`src/rtl/bin16_to_bcd_seq_if.sv`:
```
// Handshake and data bundle between a binary producer and the BCD converter.
// The master drives start/bin; the slave returns busy/done and the packed BCD word.
interface bin16_to_bcd_seq_if;
  logic        start;
  logic [15:0] bin;
  logic        busy;
  logic        done;
  logic [23:0] bcd;

  modport master (output start, output bin, input busy, input done, input bcd);
  modport slave  (input start, input bin, output busy, output done, output bcd);
endinterface

```
`src/rtl/bin16_to_bcd_seq.sv`:
```
// Sequential 16-bit binary to 6-digit packed BCD converter (double dabble, one bit per clock).
// Optional leading-zero blanking replaces upper zero digits with 4'hF for seg_display.
module bin16_to_bcd_seq #(
  parameter bit LZ_BLANK = 1'b0
) (
  input  logic               clk,
  input  logic               rst_,
  bin16_to_bcd_seq_if.slave  bus
);

  typedef enum logic [1:0] {IDLE, SHIFT, LOAD} state_t;

  state_t      state, state_nxt;
  logic [15:0] shreg;
  logic [19:0] work;
  logic [19:0] work_adj;
  logic [3:0]  cnt;
  logic [23:0] bcd_r;
  logic [23:0] bcd_load;
  logic        done_r;
  logic        leading;

  always_ff @(posedge clk) begin
    if (!rst_) state <= IDLE;
    else       state <= state_nxt;
  end

  always_comb begin
    state_nxt = state;
    case (state)
      IDLE:    if (bus.start) state_nxt = SHIFT;
      SHIFT:   if (cnt == 4'd15) state_nxt = LOAD;
      LOAD:    state_nxt = IDLE;
      default: state_nxt = IDLE;
    endcase
  end

  // Per-nibble add-3 with no carry between digits; a corrected digit tops out at 4'hC.
  always_comb begin
    work_adj = work;
    for (int i = 0; i < 5; i++) begin
      if (work[4*i +: 4] >= 4'd5) work_adj[4*i +: 4] = work[4*i +: 4] + 4'd3;
    end
  end

  // Blank zero digits from the top down until the first nonzero digit; digit 0 always shows.
  always_comb begin
    bcd_load = {4'h0, work};
    leading  = 1'b1;
    if (LZ_BLANK) begin
      for (int i = 5; i >= 1; i--) begin
        if (bcd_load[4*i +: 4] != 4'h0) leading = 1'b0;
        else if (leading)               bcd_load[4*i +: 4] = 4'hF;
      end
    end
  end

  always_ff @(posedge clk) begin
    if (!rst_) begin
      shreg  <= 16'h0000;
      work   <= 20'h00000;
      cnt    <= 4'd0;
      bcd_r  <= 24'h000000;
      done_r <= 1'b0;
    end else begin
      done_r <= 1'b0;
      case (state)
        IDLE: begin
          if (bus.start) begin
            shreg <= bus.bin;
            work  <= 20'h00000;
            cnt   <= 4'd0;
          end
        end
        SHIFT: begin
          {work, shreg} <= {work_adj[18:0], shreg, 1'b0};
          cnt           <= cnt + 4'd1;
        end
        LOAD: begin
          bcd_r  <= bcd_load;
          done_r <= 1'b1;
        end
        default: ;
      endcase
    end
  end

  assign bus.busy = (state != IDLE);
  assign bus.done = done_r;
  assign bus.bcd  = bcd_r;

endmodule

```
`src/flat_wrapper.sv`:
```
// flat-port wrapper written by rule: the top's interface ports become plain ports
module bin16_to_bcd_seq_flat 
#(
  parameter bit LZ_BLANK = 1'b0
)
  (clk, rst_, bus_start, bus_bin, bus_busy, bus_done, bus_bcd);
  bin16_to_bcd_seq_if bus_i ();
  input  logic clk;
  input  logic rst_;
  input wire logic [$bits(bus_i.start)-1:0] bus_start;
  input wire logic [$bits(bus_i.bin)-1:0] bus_bin;
  output wire logic [$bits(bus_i.busy)-1:0] bus_busy;
  output wire logic [$bits(bus_i.done)-1:0] bus_done;
  output wire logic [$bits(bus_i.bcd)-1:0] bus_bcd;
  assign bus_i.start = bus_start;
  assign bus_i.bin = bus_bin;
  assign bus_busy = bus_i.busy;
  assign bus_done = bus_i.done;
  assign bus_bcd = bus_i.bcd;
  bin16_to_bcd_seq #(.LZ_BLANK(LZ_BLANK)) u_core (.clk(clk), .rst_(rst_), .bus(bus_i));
endmodule
```
`config.mk`:
```
export PLATFORM = sky130hd
export DESIGN_NAME = bin16_to_bcd_seq_flat
export DESIGN_NICKNAME = d
export VERILOG_FILES = /design/src/rtl/bin16_to_bcd_seq_if.sv /design/src/rtl/bin16_to_bcd_seq.sv /design/src/flat_wrapper.sv
export SDC_FILE = /design/constraint.sdc
export NUM_CORES = 1
export LEC_CHECK = 0
export BUFFER_PORTS_ARGS = -buffer_cell sky130_fd_sc_hd__buf_2
export CAP_MARGIN = 20
export CORE_ASPECT_RATIO = 0.8
export CORE_MARGIN = 4
export CORE_UTILIZATION = 45
export DETAILED_ROUTE_END_ITERATION = 10
export PLACE_DENSITY = 0.65
export SLEW_MARGIN = 30
export SYNTH_ARGS = -nofsm -noshare
export SYNTH_HDL_FRONTEND = slang
export SYNTH_SLANG_ARGS = --single-unit
```
`constraint.sdc`:
```
create_clock -name clk -period 2 [get_ports clk]
set_input_delay 0.1 -clock clk [delete_from_list [all_inputs] [get_ports clk]]
set_output_delay 0.1 -clock clk [all_outputs]
set_load 0.05 [all_outputs]
```
==> results of run 1 <==
[tightest hold or removal path, delay by kind of cell]
family | cells | cell delay, ps
and+or+nand+nor | 3 | 140
buffers and inverters | 1 | 80
AOI/OAI and AO/OA | 1 | 120
[per-stage QoR]
stage                     area [um2]  hold slack [ps]
after CTS                       3433            129.3
after detailed placement        3243            453.9
after floorplan                 2983            298.9
after global placement          3243            448.4
final                           3433            144.5
after global routing            3433            140.3
[flip-flops by register name, summed over array words and instances (netlist names)]
name	count
u_core.state	2
u_core.cnt	4
u_core.work	20
u_core.bus.bcd	20
u_core.bus.done	1
u_core.shreg	16
[area by class of cell]
type | count | area [um2] | share of cell area [%]
multi-input cells | 275 | 1541 | 44.90
flip-flops and latches | 63 | 1261 | 36.73
repair buffers | 52 | 290.3 | 8.455
clock buffers | 12 | 145.1 | 4.227
well taps | 84 | 105.1 | 3.061
clock inverters | 4 | 45.04 | 1.312
inverters | 12 | 45.04 | 1.312
[kinds of logic (layout without fill, tap and decap cells)]
kind of cell,count (synthesis),in the layout
DFF,63,63
other,1,4
and+or+nand+nor,152,152
adders and majority gates,11,11
muxes,2,2
buffers and inverters,41,80
AOI/OAI and AO/OA,97,97
xor gates and xnor gates,9,9
[power groups by stage]
stage,Sequential [W],Clock (W),Combinational [W]
6_report,0.00132,0.00107,0.000207
5_1_grt,0.00132,0.00116,0.000241
4_1_cts,0.00132,0.00111,0.000209
3_5_place_dp,0.00135,0,0.000208
3_3_place_gp,0.00135,0,0.000206
2_1_floorplan,0.00134,0,0.000166
[routing by layer]
layer  track usage, %  share of wire, %  wire, um  up-vias
met2            26.81                45      2785       30
li1                 -                 -         -     1333
met3            5.208               4.0       250        7
met4            5.321              0.92        57        0
met5                0                 0         0        -
met1            20.57                50      3120     1126
[worst paths after layout]
path,start,to,slack [ps],cells past startpoint
min reg2reg,u_core.bus.bcd[9],u_core.bus.bcd[9],460,2
max reg2reg,u_core.work[13],u_core.work[14],380,6
min,bus_bin[12],u_core.shreg[12],140,5
max,u_core.work[13],u_core.work[14],380,6
[cells in the final DEF (no fill, tap or decap), drive strengths merged, types with 3 or more instances in the layout]
| cell type | instances |
|---|---|
| nor2 | 63 |
| dfxtp | 63 |
| nand2 | 55 |
| buf | 52 |
| a21oi | 26 |
| a21boi | 26 |
| o21ai | 18 |
| o221ai | 15 |
| inv | 12 |
| clkbuf | 12 |
| nand2b | 11 |
| ha | 11 |
| nand3 | 8 |
| nor3 | 6 |
| xnor2 | 5 |
| nor2b | 4 |
| xor2 | 4 |
| o31ai | 4 |
| conb | 4 |
| a22o | 3 |
| clkinv | 3 |
==> results by group, run 1 <==
Run status
  – Status: finished clean

Placement
  – Place WS: 405.0 ps
  – Port bufs: 40
  – Final weighted congestion in routability-driven placement: 0.7500
  – Placed insts: 486
  – Hpwl dp: 4.321 mm

Synth
  – Post-synthesis sequential area ratio: 42.44%
  – Simple-Gate Fraction of Synth Area: 21.64%
  – Commonest cells in the netlist: dfxtp_1 (63), nor2_1 (63), nand2_1 (54)
  – Top FF cell, synth: dfxtp_1
  – Mux share of post-synthesis cell area: 0.7579%
  – Number of synthesized flops with an enable pin: 0
  – Synth Register Bits: 63
  – Asr flop ratio synth: 0%
  – Post-synth cell types: 30
  – Compound-Gate Fraction of Synth Area: 21.68%
  – Yosys top cell by area: dfxtp_1
  – Post-Syn Area: 2972 um2
  – Synth area leaders: dfxtp_1 (42%), nor2_1 (8.0%), nand2_1 (6.8%)
  – Mean Syn Cell Area: 7.903 um2
  – XOR/XNOR share of the synthesized area: 2.653%
  – Combinational family with the most area after synthesis: compound AO/OA/AOI/OAI gates
  – Adder-Cell Fraction of Synth Area: 4.632%
  – Mapped Cells: 376
  – Post-synth top area share: 42.44%
  – Synth Warn #: 0

Critical path
  – Buf/Inv on CP: 1
  – Crit-path slowest cell: dfxtp_1
  – Worst Setup Path Type: register to register
  – Kind of end point of the critical path: register
  – Critical Path RT: 2260 ps
  – Family with the most delay on the worst path: compound AO/OA/AOI/OAI gates
  – WP data arrival: 1890 ps
  – Max stage delay on crit path: 380 ps
  – CP Launch Type: register
  – Critical-path cell list: inv_1 > ha_1 > nand2b_1 > a21oi_1 > mux2_2 > o21ai_0
  – CP Max Fanout: 4

Timing
  – Hold Violations, Final: 0
  – Max-slew headroom: 65.02%
  – RSZ-0062 raised after global routing: no
  – Skew final: 7.105 ps
  – Final Cycle Share: 81.18%
  – Worst slew pin tran: 524.8 ps
  – Peak Freq: 615.9 MHz
  – Setup_tns: 0 ps
  – Smallest setup slack after layout: 376.4 ps
  – Setup-failing EPs final: 0
  – Slew Viols, Final: 0
  – Post-route minimum period: 1624 ps

Floorplan
  – Starting density of the core: 46.37%
  – Die Width: 98.86 um
  – Die Ht: 80.68 um
  – I/O Pins: 45
  – Die area: 7976 um2
  – Core outline area: 6409 um2
  – Row cnt: 26

Pwr
  – Sw Share: 23.96%
  – Power per cell area: 756.4 nW/um2
  – Sequential Power Share: 50.8%
  – Static leakage: 1.369 nW
  – Pwr Total: 0.002597 W
  – Clock power share: 41.2%
  – Part of the power in combinational logic: 8.0%
  – Int Pwr: 0.001975 W
  – P_sw: 0.0006222 W
  – VDD IR-drop max: 0.3632 mV

Layout
  – Synth-to-Final Area Change: 15.54%
  – Finished Layout Cells: 502
  – Share of layout cells above drive strength 1: 16.75%
  – Final net count: 443
  – Layout fillers: 600
  – Diodes inserted: 0
  – Post-layout util: 53.57%

GRT
  – Initial antenna violation count: 0
  – Global route overflow: 0
  – Largest net degree at the start of global routing: 40
  – Total track usage: 16.42%
  – Vias in the first global route: 2362
  – First-pass GRT wire length: 10.66 mm

CTS
  – Largest buffer count on any clock path: 2
  – Resized cells post-CTS: 0
  – CTS tree: built
  – Clk pin slew, worst setup/hold paths: 70 ps
  – Root buf cell: clkbuf_8
  – Htree depth: 3
  – CTS Buf Count: 9
  – # Post-CTS Setup Buffers: 0
  – Clk_lat worst skew: 330 ps
  – Clk sink count: 63
  – CTS Hold Bufs: 0

Detailed routing
  – DRT Wirelength: 6.213 mm
  – Routed vias/inst: 4.972
  – Mean routed wirelength per cell: 12.38 um
  – Via count: 2496
  – 1st-pass router iterations: 4
  – Iter 0 DRT Violations: 67
  – DRC errors left: 0
  – ANT nets after route: 0

Job
  – Max-Cap Viols: 0

Min path
  – Worst min-delay path class: primary input to register
Note: power is estimated with default switching activity, not from simulation.
==> inputs of run 2 (changes only) <==
==> constraint.sdc (replaced) <==
create_clock -name clk -period 1.5 [get_ports clk]
set_input_delay 0.075 -clock clk [delete_from_list [all_inputs] [get_ports clk]]
set_output_delay 0.075 -clock clk [all_outputs]
set_load 0.05 [all_outputs]
==> results by group, run 2 (same netlist as run 1, synthesis figures left out) <==
Critical path
  – CP Max Fanout: 12 (+8)
  – Critical-path cell list: buf_4 > or2_2 > clkbuf_4
  – Worst Setup Path Type: register to output port
  – Critical Path RT: 1420 ps (-840 ps)
  – R2R cell count: 6 (unchanged)
  – Kind of end point of the critical path: output port
  – Crit-path slowest cell: dfxtp_1
  – WP data arrival: 1350 ps (-540 ps)
  – CP Launch Type: register
  – Max stage delay on crit path: 330 ps (-50 ps)

Job
  – Max-Cap Viols: 0 (unchanged)

CTS
  – Clk pin slew, worst setup/hold paths: 60 ps (about the same)
  – Htree depth: 3 (unchanged)
  – Root buf cell: clkbuf_8
  – Largest buffer count on any clock path: 2 (unchanged)
  – Clk sink count: 63 (unchanged)
  – # Post-CTS Setup Buffers: 0 (unchanged)
  – CTS tree: built
  – CTS Buf Count: 9 (unchanged)
  – CTS Hold Bufs: 0 (unchanged)
  – Clk_lat worst skew: 330 ps (about the same)

Timing
  – Skew final: 7.484 ps (+0.3798 ps)
  – Slew Viols, Final: 0 (unchanged)
  – Smallest setup slack after layout: 70.14 ps (-306.3 ps)
  – Final Cycle Share: 95.32%
  – Peak Freq: 699.4 MHz
  – Setup-failing EPs final: 0 (unchanged)
  – Hold Violations, Final: 0 (unchanged)
  – Post-route minimum period: 1430 ps

Detailed routing
  – Mean routed wirelength per cell: 12.89 um (+4.2%)
  – ANT nets after route: 0 (unchanged)
  – DRT Wirelength: 6.550 mm (+5.4%)
  – Via count: 2602 (+4.2%)
  – DRC errors left: 0 (unchanged)
  – 1st-pass router iterations: 4 (unchanged)
  – Routed vias/inst: 5.122 (+3.0%)
  – Iter 0 DRT Violations: 81 (+21%)

GRT
  – Largest net degree at the start of global routing: 33 (-18%)
  – Global route overflow: 0 (unchanged)
  – Vias in the first global route: 2397 (+1.5%)
  – First-pass GRT wire length: 11.02 mm (+3.4%)
  – Total track usage: 17.04% (+0.62 points)
  – Initial antenna violation count: 0 (unchanged)

Pwr
  – Static leakage: 1.398 nW (+2.1%)
  – VDD IR-drop max: 0.4750 mV (+31%)
  – Pwr Total: 0.003223 W (+24%)
  – Power per cell area: 919.9 nW/um2 (+22%)

Floorplan
  – Die Ht: 80.68 um (unchanged)
  – Core outline area: 6409 um2 (unchanged)
  – Starting density of the core: 46.37% (unchanged)
  – Die area: 7976 um2 (unchanged)
  – Die Width: 98.86 um (unchanged)
  – Row cnt: 26 (unchanged)
  – I/O Pins: 45 (unchanged)

Min path
  – Worst min-delay path class: primary input to register
  – Hold Path Cell Cnt: 5 (unchanged)

Placement
  – Placed cell area: 3316 um2 (+2.2%)
  – Port bufs: 40 (unchanged)
  – Place WS: 25.35 ps (-379.7 ps)
  – Hpwl dp: 4.448 mm (+2.9%)
  – Final weighted congestion in routability-driven placement: 0.7756 (+3.4%)

Layout
  – Most frequent cells in the layout: nor2_1 (63), dfxtp_1 (59), nand2_1 (54)
  – Post-layout util: 54.67% (+1.1 points)
  – Leading cell type in the layout, fill and taps excluded: nor2_1
  – Post-Layout Inst Area: 3503 um2 (+2.0%)
  – Share of layout cells above drive strength 1: 20.75% (+4.0 points)
  – Synth-to-Final Area Change: 17.89%
  – Final net count: 451 (+1.8%)
  – Diodes inserted: 0 (unchanged)

Run status
  – Status: finished clean
run 2: cell types whose count changed in the layout (fill, tap and decap cells not counted), moves of 2 or more:
cell / change
dfxtp_2: +4
a21oi_2: +5
ha_2: +2
ha_1: -2
a21oi_1: -5
dfxtp_1: -4
buf_4: +6
run 2: cell type report:
cell class / instances / area, um2
inverters: 12 / 45.04
repair buffers: 60 / 369.1
clock buffers: 12 / 135.1
fillers: 607 / 2905
multi-input cells: 275 / 1573
well taps: 84 / 105.1
flip-flops and latches: 63 / 1266
clock inverters: 2 / 10.01
run 2: worst max-delay path: cells and delay by family (launching register included):
kind                   cells  cell delay [ps]
buffers and inverters      2              400
AND/OR/NAND/NOR            1              290
flip-flops                 1              330
run 2: timing repair:
item                                    4_1_cts  5_1_grt
resized for setup                             1       16
hold endpoints to repair                      0        0
endpoints found under the setup margin        1       11
pin swaps                                     0        5
run 2: layer usage:
| metal | vias to the layer above | GRT usage (%) | share of wire (%) |
|---|---|---|---|
| met3 | 11 | 4.861 | 3.4 |
| li1 | 1348 | - | - |
| met2 | 36 | 27.55 | 45 |
| met5 | - | 0 | 0 |
| met1 | 1207 | 22.28 | 50 |
| met4 | 0 | 4.638 | 1.2 |
run 2: path summary, 6_finish.rpt:
path              slack (ps)                from                  to
setup reg to reg         100     u_core.work[12]     u_core.work[14]
setup / recovery          70     u_core.state[0]            bus_busy
hold reg to reg          460  u_core.bus.bcd[10]  u_core.bus.bcd[10]
hold / removal           120          bus_bin[3]     u_core.shreg[3]
run 2: per-stage QoR:
stage	hold WS (ps)	std cells	TNS, ps
after floorplan	273.9	379	0
after CTS	112.3	508	0
after detailed placement	453.9	494	0
final	122.5	508	0
after global placement	447.6	494	0
after global routing	140.2	508	-15.14
run 2: report_power, final:
group / leakage [nW] / total (W) / switching, W / internal, W
Combinational: 0.807 / 0.000296 / 0.000176 / 0.000119
Sequential: 0.514 / 0.00175 / 0.0000365 / 0.00172
Clock: 0.0761 / 0.00117 / 0.000595 / 0.000577
Total: 1.40 / 0.00322 / 0.000808 / 0.00241
==> inputs of run 3 (changes only) <==
--- a/config.mk
+++ b/config.mk
@@ -10,6 +10,7 @@
 export CORE_ASPECT_RATIO = 0.8
 export CORE_MARGIN = 4
 export CORE_UTILIZATION = 45
+export CTS_BUF_LIST = sky130_fd_sc_hd__clkbuf_4 sky130_fd_sc_hd__clkbuf_8
 export DETAILED_ROUTE_END_ITERATION = 10
 export PLACE_DENSITY = 0.65
 export SLEW_MARGIN = 30
==> results by group, run 3 (same netlist as run 1, synthesis figures left out) <==
CTS
  – Largest buffer count on any clock path: 2 (unchanged)
  – CTS tree: built
  – CTS Buf Count: 9 (unchanged)
  – Clk_lat worst skew: 330 ps (about the same)
  – Root buf cell: clkbuf_8
  – # Post-CTS Setup Buffers: 0 (unchanged)
  – Clk pin slew, worst setup/hold paths: 60 ps (about the same)
  – Clk sink count: 63 (unchanged)
  – Htree depth: 3 (unchanged)

Pwr
  – Pwr Total: 0.003269 W (+1.4%)
  – VDD IR-drop max: 0.4735 mV (-0.33%)
  – Static leakage: 1.408 nW (+0.73%)
  – Power per cell area: 930.1 nW/um2 (+1.1%)

Placement
  – Final weighted congestion in routability-driven placement: 0.7756 (unchanged)
  – Port bufs: 40 (unchanged)
  – Place WS: 25.35 ps (unchanged)
  – Hpwl dp: 4.448 mm (unchanged)

Timing
  – Skew final: 7.225 ps (-0.2599 ps)
  – Hold WS: 127.4 ps (+4.965 ps)
  – Hold Violations, Final: 0 (unchanged)
  – Post-route minimum period: 1426 ps (-4.286 ps)
  – Slew Viols, Final: 0 (unchanged)
  – Setup-failing EPs final: 0 (unchanged)
  – Peak Freq: 701.5 MHz (+0.30%)
  – Final Cycle Share: 95.04% (-0.29 points)
  – Smallest setup slack after layout: 74.42 ps (+4.286 ps)

Critical path
  – Kind of end point of the critical path: output port
  – CP Max Fanout: 15 (+3)
  – Max stage delay on crit path: 380 ps (+50 ps)
  – WP data arrival: 1350 ps (about the same)
  – R2R Path Start: u_core.work[12]
  – Buf/Inv on CP: 2 (unchanged)
  – Critical Path RT: 1420 ps (about the same)
  – Crit-path slowest cell: dfxtp_2
  – Worst Setup SP: u_core.state[1]
  – Family with the most delay on the worst path: flip-flops
  – Reg-to-reg slack, setup: 100 ps (about the same)
  – Critical-path cell list: buf_6 > or2_2 > clkbuf_4
  – Worst Setup Path Type: register to output port
  – CP Launch Type: register

GRT
  – Initial antenna violation count: 0 (unchanged)
  – Largest net degree at the start of global routing: 33 (unchanged)
  – Vias in the first global route: 2389 (-0.33%)
  – Global route overflow: 0 (unchanged)
  – First-pass GRT wire length: 10.96 mm (-0.50%)
  – Total track usage: 16.95% (-0.092 points)

Run status
  – Status: finished clean

Detailed routing
  – 1st-pass router iterations: 4 (unchanged)
  – Via count: 2606 (+0.15%)
  – Routed vias/inst: 5.130 (+0.15%)
  – DRC errors left: 0 (unchanged)
  – Mean routed wirelength per cell: 12.76 um (-1.0%)
  – Iter 0 DRT Violations: 102 (+26%)
  – DRT Wirelength: 6.483 mm (-1.0%)
  – ANT nets after route: 0 (unchanged)

Layout
  – Share of layout cells above drive strength 1: 21.46% (+0.71 points)
  – Diodes inserted: 0 (unchanged)
  – Layout fillers: 607 (unchanged)
  – Final net count: 451 (unchanged)
  – Most frequent cells in the layout: nor2_1 (63), dfxtp_1 (59), nand2_1 (54)
  – Leading cell type in the layout, fill and taps excluded: nor2_1
  – Synth-to-Final Area Change: 18.27%
  – Post-layout util: 54.84% (+0.18 points)

Job
  – Max-Cap Viols: 0 (unchanged)

Floorplan
  – Die Width: 98.86 um (unchanged)
  – Row cnt: 26 (unchanged)
  – Core outline area: 6409 um2 (unchanged)
  – I/O Pins: 45 (unchanged)
  – Die area: 7976 um2 (unchanged)
  – Starting density of the core: 46.37% (unchanged)
  – Die Ht: 80.68 um (unchanged)

Min path
  – Hold Crit Start: bus_bin[3]
  – Worst min-delay path class: primary input to register
==> run 3: cell types whose count changed in the layout (fill, tap and decap cells not counted) <==
cell      previous run  this run
clkbuf_1             3         0
clkbuf_4             1         4
==> run 3: layout make-up <==
cell class | count | area (um2) | share of cell area, %
Timing Repair Buffer | 60 | 369.1 | 10.50
Clock buffer | 12 | 146.4 | 4.165
Tap cell | 84 | 105.1 | 2.990
Multi-Input combinational cell | 275 | 1573 | 44.75
Inverter | 12 | 45.04 | 1.282
Clock inverter | 2 | 10.01 | 0.2848
Sequential cell | 63 | 1266 | 36.03
==> run 3: path summary, 6_finish.rpt <==
kind	end	cells after the start
hold / removal	u_core.shreg[3]	5
setup reg to reg	u_core.work[14]	6
setup / recovery	bus_busy	3
hold reg to reg	u_core.bus.bcd[10]	2
==> run 3: timing repair <==
item / CTS / global route
pin swaps: 0 / 4
hold buffers: 0 / 0
resized for setup: 1 / 16
endpoints found under the setup margin: 1 / 11
==> run 3: tightest hold or removal path: cells and delay by family <==
kind	cells	cell delay (ps)
and+or+nand+nor	3	150
AOI/OAI and AO/OA	1	130
buffers and inverters	1	70
==> run 3: where the power goes <==
part           total (W)  internal [W]  switching (W)  leakage, nW
Clock            0.00122      0.000631       0.000589       0.0863
Sequential       0.00175       0.00172      0.0000365        0.514
Combinational   0.000294      0.000119       0.000175        0.807
==> run 3: metrics by stage <==
step           TNS, ps  instances  instance area, um2
2_1_floorplan        0        379                2983
3_3_place_gp         0        494                3316
3_5_place_dp         0        494                3316
4_1_cts              0        508                3473
5_1_grt         -29.53        508                3515
6_report             0        508                3515
==> run 3: routing by layer <==
layer,up-vias,wire [um],track usage [%]
met5,-,0,0
met2,52,3002,27.48
met1,1203,3089,22.06
li1,1347,-,-
met3,4,349,4.861
met4,0,42,4.638
